--- config.mk ---
export PLATFORM = sky130hd
export DESIGN_NAME = sdrx_cmd8x
export DESIGN_NICKNAME = d
export VERILOG_FILES = /design/src/rtl/sdrx_cmd8x.sv
export SDC_FILE = /design/constraint.sdc
export NUM_CORES = 1
export LEC_CHECK = 0
export CORE_ASPECT_RATIO = 0.7
export CORE_UTILIZATION = 45
export DETAILED_ROUTE_END_ITERATION = 10
export GPL_TIMING_DRIVEN = 0
export PLACE_DENSITY = 0.67
export SETUP_SLACK_MARGIN = 0.1
export SLEW_MARGIN = 20
export SYNTH_ARGS = -nofsm -noshare
export SYNTH_HDL_FRONTEND = slang
export SYNTH_SLANG_ARGS = --single-unit
--- constraint.sdc ---
create_clock -name i_clk -period 5.7 [get_ports i_clk]
set_clock_uncertainty 0.15 [all_clocks]
set_input_delay 0.57 -clock i_clk [delete_from_list [all_inputs] [get_ports i_clk]]
set_output_delay 0.57 -clock i_clk [all_outputs]
set_load 0.01 [all_outputs]
--- src/rtl/sdrx_cmd8x.sv ---
// Recovers a 48-bit short CMD response from the 8x oversampled CMD pin word.
// Result and flags are registered and appear with o_done one cycle after the end-bit or timeout strobe.
module sdrx_cmd8x #(
  parameter int NCR_MAX = 64,
  parameter int LGNCR   = 7
) (
  input  logic        i_clk,
  input  logic        i_reset,
  input  logic [7:0]  i_wide,
  input  logic        i_ckstb,
  input  logic [2:0]  i_phase,
  input  logic        i_rx_en,
  input  logic        i_crc_en,
  output logic        o_busy,
  output logic        o_done,
  output logic [5:0]  o_cmd,
  output logic [31:0] o_arg,
  output logic        o_crc_err,
  output logic        o_frame_err,
  output logic        o_timeout
);

  typedef enum logic [1:0] {IDLE, WAIT_START, RECV, DONE} state_t;

  localparam logic [LGNCR-1:0] NCR_LAST = LGNCR'(NCR_MAX - 1);
  localparam logic [LGNCR-1:0] NCR_TOP  = LGNCR'(NCR_MAX);

  state_t           state, state_nxt;
  logic [LGNCR-1:0] ncr;
  logic [5:0]       bitcnt;
  logic [45:0]      shreg;
  logic [6:0]       crc, crc_nxt;
  logic             crc_en;
  logic             b;

  assign b       = i_wide[i_phase];
  assign crc_nxt = {crc[5:0], 1'b0} ^ ((crc[6] ^ b) ? 7'h09 : 7'h00);

  always_ff @(posedge i_clk) begin
    if (i_reset) state <= IDLE;
    else         state <= state_nxt;
  end

  always_comb begin
    state_nxt = state;
    case (state)
      IDLE:       if (i_rx_en) state_nxt = WAIT_START;
      // a start bit on the final allowed strobe takes priority over timeout
      WAIT_START: if (i_ckstb && (!b || ncr == NCR_LAST)) state_nxt = b ? DONE : RECV;
      RECV:       if (i_ckstb && bitcnt == 6'd47) state_nxt = DONE;
      default:    state_nxt = IDLE;
    endcase
  end

  always_ff @(posedge i_clk) begin
    if (i_reset) begin
      ncr         <= '0;
      bitcnt      <= '0;
      shreg       <= '0;
      crc         <= '0;
      crc_en      <= 1'b0;
      o_busy      <= 1'b0;
      o_done      <= 1'b0;
      o_cmd       <= '0;
      o_arg       <= '0;
      o_crc_err   <= 1'b0;
      o_frame_err <= 1'b0;
      o_timeout   <= 1'b0;
    end else begin
      o_busy <= (state_nxt != IDLE);
      o_done <= (state_nxt == DONE);
      case (state)
        IDLE: begin
          ncr    <= '0;
          bitcnt <= '0;
          shreg  <= '0;
          crc    <= '0;
          if (i_rx_en) begin
            crc_en      <= i_crc_en;
            o_cmd       <= '0;
            o_arg       <= '0;
            o_crc_err   <= 1'b0;
            o_frame_err <= 1'b0;
            o_timeout   <= 1'b0;
          end
        end
        WAIT_START: if (i_ckstb) begin
          if (!b) begin
            bitcnt <= 6'd1;
            crc    <= crc_nxt;
          end else begin
            if (ncr != NCR_TOP) ncr <= ncr + LGNCR'(1);
            if (ncr == NCR_LAST) o_timeout <= 1'b1;
          end
        end
        RECV: if (i_ckstb) begin
          if (bitcnt == 6'd47) begin
            // shreg[45] is the transmission bit, [6:0] the received CRC
            o_cmd       <= shreg[44:39];
            o_arg       <= shreg[38:7];
            o_crc_err   <= crc_en && (shreg[6:0] != crc);
            o_frame_err <= shreg[45] || !b;
          end else begin
            shreg  <= {shreg[44:0], b};
            bitcnt <= bitcnt + 6'd1;
            if (bitcnt <= 6'd39) crc <= crc_nxt;
          end
        end
        default: ;
      endcase
    end
  end

endmodule

==> results of run 1 <==
[metrics by stage]
stage	util	hold slack, ps	power (mW)	area (um^2)
2_1_floorplan	-	277	1.04	4650
3_3_place_gp	0.544	294	1.14	5370
3_5_place_dp	0.544	296	1.15	5370
4_1_cts	0.575	306	1.79	5680
5_1_grt	0.575	321	1.85	5680
6_report	0.575	306	1.78	5680
[per-layer routing]
layer	part of all wire	global-route usage	routed length (um)
met1	0.49	0.323	5780
met2	0.44	0.351	5180
met3	0.055	0.0510	647
met4	0.0080	0.0526	94
met5	0	0	0
[final timing paths]
kind                     startpoint                      to  depth (start not counted)  slack (ps)
max             state[0]$_SDFF_PP0_   o_cmd[1]$_SDFFE_PP0P_                          9        2720
max reg2reg     state[0]$_SDFF_PP0_   o_cmd[1]$_SDFFE_PP0P_                          9        2720
min reg2reg  o_arg[28]$_SDFFE_PP0P_  o_arg[28]$_SDFFE_PP0P_                          2         310
min          o_arg[28]$_SDFFE_PP0P_  o_arg[28]$_SDFFE_PP0P_                          2         310
[synthesized netlist by cell type (all sizes together)]
master and number:
buf 11, o21ai 5, nand2 89, and3 2, and4b 1, inv 17, nand4 5, ha 8
or3 1, nor2b 2, a21o 1, a221o 1, mux4 2, nor2 22, nand3 96, nor3 2
o41ai 2, mux2i 1, xor2 8, o211a 1, or4b 1, a22oi 8, nand2b 7, mux2 1
nor4b 2, o21a 1, o41a 1, or4 2, a31oi 3, a211oi 2, o31ai 1, a2111oi 2
clkbuf 33, o32ai 3, nor4 3, o22ai 1, a21oi 93, dfxtp 112, a32oi 1, or2 3
xnor2 6, o311ai 3
[power by group]
part	total, mW	internal (mW)	switching, mW	leakage, nW
sequential	0.800	0.792	0.00806	0.903
clock	0.649	0.346	0.303	0.144
combinational	0.336	0.0865	0.250	0.785
total	1.78	1.22	0.561	1.83
[layout make-up]
cell class | instances | area (um^2) | share of cell area
clock inverters | 7 | 78.8 | 0.0139
clock buffers | 9 | 225 | 0.0397
flip-flops and latches | 112 | 2240 | 0.395
repair buffers | 56 | 561 | 0.0987
well taps | 128 | 160 | 0.0282
plain buffers | 44 | 174 | 0.0306
multi-input cells | 393 | 2170 | 0.383
inverters | 17 | 63.8 | 0.0112
[flip-flops by register name, summed over array words and instances (netlist names)]
name and cells:
o_done 1, o_timeout 1, o_arg 32, crc_en 1, ncr 7, o_frame_err 1
crc 7, shreg 46, bitcnt 6, o_cmd 6, state 2, o_busy 1
o_crc_err 1
[kinds of logic after synthesis]
group | share of synthesized area
xor gates and xnor gates | 0.0264
buffers and inverters | 0.0511
DFF | 0.482
and+or+nand+nor | 0.238
muxes | 0.0167
AOI/OAI and AO/OA | 0.164
adders and majority gates | 0.0215
[critical path, delay by kind of cell, from the launching register on]
family | cells | cell delay, ps
simple gates | 2 | 340
buf+inv | 4 | 1460
flops | 1 | 350
fa+ha+maj | 1 | 180
compound gates | 2 | 430
==> impl_metrics.yaml, run 1 <==
run_status:
  status: "complete, no violations"
finish:
  post_route_cells_drive_above_1_share: 0.0423
  nFillCells: 882
  final_common_cell: "dfxtp_1"
  stdcell_count: 766
  layout_common_cells: "dfxtp_1, nand3_1, a21oi_1"
  syn_to_final_growth_pct: 22.0
  antenna_cells: 0
  final_nets: 657
clock_network:
  cts.sinks: 112
  cts_buffers: 9
  clockBufferDepth: 2
  htreeDepth: 3
  cts_tree: "yes"
  ctsHoldBuffers: 0
  postCtsResizedCells: 0
  clockRootBuffer: "clkbuf_16"
  postCtsSetupBuffers: 0
  clkTransAtPathRegs_ps: 80
  clock_latency_ps: 350
synthesis:
  synthCells: 566
  synth_area_um2: 4650
  avgSynthCellArea_um2: 8.22
  synth_top_area_share: 0.482
  yosysTopAreaCell: "dfxtp_1"
  synth_cell_types: 46
  yosysWarnings: 0
  synth_seq_area_share: 0.482
  synth_seq_cells: 112
  ys_top_cells_by_area: "dfxtp_1, nand3_1, a21oi_1"
  synth_nets: 590
sta:
  max_freq_mhz: 335
  period_share: 0.523
  fin_crit_ps: 2980
  max_slew_margin: 0.432
  finalSetupViolations: 0
  fin_setup_tns_ps: 0
  worst_slew_pin_slew_ps: 852
  setup_slack_ps: 2720
  grt_setup_unrepaired: "false"
  maxSlewViolCount: 0
  hold_viol: 0
route:
  firstDrtPassIters: 6
  route.detailed.drc: 0
  postRouteAntennaNets: 0
  avgViaCountPerCell: 5.66
  dr.first_iter.drc_count: 299
  vias: 4337
  wire_per_inst_um: 15.3
  finalWirelength_um: 11700
critical_path:
  crit_top_cell: "clkbuf_1"
  crit_chain: "inv_1 > ha_1 > clkbuf_1 > nand4_1 > a21oi_1 > clkbuf_1 > clkbuf_1 > nand3_1 > a21oi_1"
  critPathArrivalTime_ps: 3110
  critical_path.max_fanout: 10
  end_kind: "flip-flop"
  critPathKind: "flip-flop to flip-flop"
  cp_slowest_cell: "clkbuf_1"
  start_kind: "flip-flop"
  cp_slowest_stage_delay_ps: 450
  cp.required_ps: 5830
die:
  core_area_um2: 9870
  rows: 30
  pin_count: 59
  initial_core_util: 0.471
  die-area_um2: 10800
  die_w_um: 124
  die_y_um: 87.1
global_route:
  groute.usage.overall: 0.227
  grt_pass1_wl_um: 19100
  grt_max_degree: 20
  antenna_found_initial: 0
  overflow: 0
  grt_pass1_vias: 3894
run:
  cap_viol_max_count: 0
placed_design:
  dpl.cell_count: 750
  place.gp.congestion: 0.813
  port_buffers: 56
  hpwl_um: 8370
  post-place-ws_ps: 2470
power:
  leakage_nw: 1.83
  cellPowerDensity_nw_per_um2: 314
  ir_worst_vdd_uv: 203
min_path:
  hold_class: "flip-flop to flip-flop"
No activity file was read; power rests on OpenSTA's default activity.
==> run 2: changes to the inputs <==
Clock period 5.7 ns to 2.96 ns, I/O delays scaled along.
==> run 2 against run 1 <==
  * Die area unchanged
  * Final cell count unchanged
  * Core utilization increased by 0.089 points
  * Combinational power is 95% higher
  * Fmax grew 12%
  * Critical path depth stayed put
  * Flip-flop and latch count did not move
  * Sequential power grew 92%
  * First-iteration DRC count grew 2.3%
  * Global-route usage did not move
  * Register-to-register slack got worse by 2400 ps
==> impl_metrics.yaml, run 2 (same netlist as run 1, synthesis figures left out) <==
finish:
  final_common_cell: "dfxtp_1"
  largest_register_ffs: 46
  top_register: "shreg"
  final_nets: 657
  stdcell_count: 766
  syn_to_final_growth_pct: 22.2
  antenna_cells: 0
  stdcell_area_um2: 5690
  post_route_cells_drive_above_1_share: 0.0502
  layout_common_cells: "dfxtp_1, nand3_1, a21oi_1"
  reg_top3: "shreg x46, o_arg x32"
critical_path:
  crit_top_cell: "a21oi_1"
  critPathArrivalTime_ps: 2800
  cp_slowest_stage_delay_ps: 450
  cp_top_family: "buffers and inverters"
  start_kind: "flip-flop"
  end_kind: "flip-flop"
  r2r_setup_slack_ps: 290
  cp.required_ps: 3080
  cp_slowest_cell: "buf_1"
  path_buf_inv: 4
  critPathKind: "flip-flop to flip-flop"
  crit_chain: "inv_1 > ha_1 > clkbuf_2 > nand2_1 > a21oi_1 > clkbuf_1 > buf_1 > nand3_1 > a21oi_1"
  critical_path.max_fanout: 10
power:
  clock_power_share: 0.363
  internal_power_mw: 2.36
  netSwitchingFraction: 0.314
  seqPwrFrac: 0.447
  p_sw_mw: 1.08
  p_comb_frac: 0.190
  ir_worst_vdd_uv: 391
  cellPowerDensity_nw_per_um2: 606
  leakage_nw: 1.84
die:
  initial_core_util: 0.471
  core_area_um2: 9870
  pin_count: 59
  die_w_um: 124
  rows: 30
  die_y_um: 87.1
  die-area_um2: 10800
route:
  dr.first_iter.drc_count: 306
  firstDrtPassIters: 5
  finalWirelength_um: 11700
  vias: 4327
  wire_per_inst_um: 15.3
  route.detailed.drc: 0
  avgViaCountPerCell: 5.65
  postRouteAntennaNets: 0
clock_network:
  htreeDepth: 3
  cts_tree: "yes"
  clockBufferDepth: 2
  clock_latency_ps: 350
  cts.sinks: 112
  cts_buffers: 9
  clockRootBuffer: "clkbuf_16"
  postCtsSetupBuffers: 0
  clkTransAtPathRegs_ps: 70
sta:
  finalSetupViolations: 0
  worst_slew_pin_slew_ps: 725
  hold_viol: 0
  grt_setup_unrepaired: "false"
  max_freq_mhz: 374
  period_share: 0.903
  max_slew_margin: 0.514
  fin_crit_ps: 2670
  fin_setup_tns_ps: 0
  maxSlewViolCount: 0
global_route:
  grt_max_degree: 20
  grt_pass1_vias: 3894
  overflow: 0
  grt_pass1_wl_um: 19100
  antenna_found_initial: 0
  groute.usage.overall: 0.227
run:
  cap_viol_max_count: 0
placed_design:
  place.gp.congestion: 0.813
  place_area_um2: 5370
  dpl.cell_count: 750
  port_buffers: 56
  hpwl_um: 8370
run_status:
  status: "complete, no violations"
min_path:
  hold_class: "flip-flop to flip-flop"
## run 2: cell types whose count changed in the layout (fill, tap and decap cells not counted)
| cell | previous run | this run |
|---|---|---|
| a21oi_1 | 92 | 91 |
| clkbuf_2 | 0 | 4 |
| a21oi_2 | 1 | 2 |
| buf_1 | 9 | 8 |
| clkbuf_1 | 33 | 30 |
## run 2: worst paths after layout
kind | start | to | cells after the start
hold / removal | o_arg[26]$_SDFFE_PP0P_ | o_arg[26]$_SDFFE_PP0P_ | 2
setup / recovery | state[0]$_SDFF_PP0_ | shreg[23]$_SDFFE_PP0P_ | 9
setup reg to reg | state[0]$_SDFF_PP0_ | shreg[23]$_SDFFE_PP0P_ | 9
hold reg to reg | o_arg[26]$_SDFFE_PP0P_ | o_arg[26]$_SDFFE_PP0P_ | 2
## run 2: per-stage QoR
step                      setup WS [ps]  power, mW  hold slack, ps  utilization
final                               287       3.44             306        0.576
after global routing                104       3.57             321        0.576
after CTS                           227       3.45             306        0.575
after detailed placement           3.25       2.21             296        0.544
after global placement             57.2       2.20             294        0.544
after floorplan                     781       2.01             277            -
## run 2: layer usage
layer	global-route usage	part of all wire	wire [um]	up-vias
met5	0	0	0	-
met4	0.0526	0.0081	95	0
met3	0.0510	0.053	623	10
met2	0.351	0.44	5220	118
met1	0.323	0.49	5800	2090
li1	-	-	-	2109
## run 2: power by group through the flow
stage | Combinational [mW] | Clock, mW | Sequential, mW
2_1_floorplan | 0.434 | 0 | 1.58
3_3_place_gp | 0.622 | 0 | 1.58
3_5_place_dp | 0.636 | 0 | 1.58
4_1_cts | 0.640 | 1.27 | 1.54
5_1_grt | 0.715 | 1.32 | 1.54
6_report | 0.654 | 1.25 | 1.54
## run 2: timing repair
| item | CTS | global route |
|---|---|---|
| endpoints found under the setup margin | 13 | 56 |
| hold buffers | 0 | 0 |
| gates resized for setup | 1 | 6 |
| gates cloned | 0 | 0 |
| pin swaps | 0 | 0 |
## run 2: cell type report
cell class | instances | area [um^2]
Multi-Input combinational cell | 393 | 2180
Buffer | 44 | 179
Fill cell | 878 | 4190
Tap cell | 128 | 160
Sequential cell | 112 | 2240
Clock buffer | 9 | 225
Clock inverter | 7 | 78.8
Inverter | 17 | 63.8
Timing Repair Buffer | 56 | 561
## run 2: worst min-delay path, delay by kind of cell (launching register included)
family / cells / cell delay [ps]
compound gates: 1 / 50
simple gates: 1 / 50
flops: 1 / 310
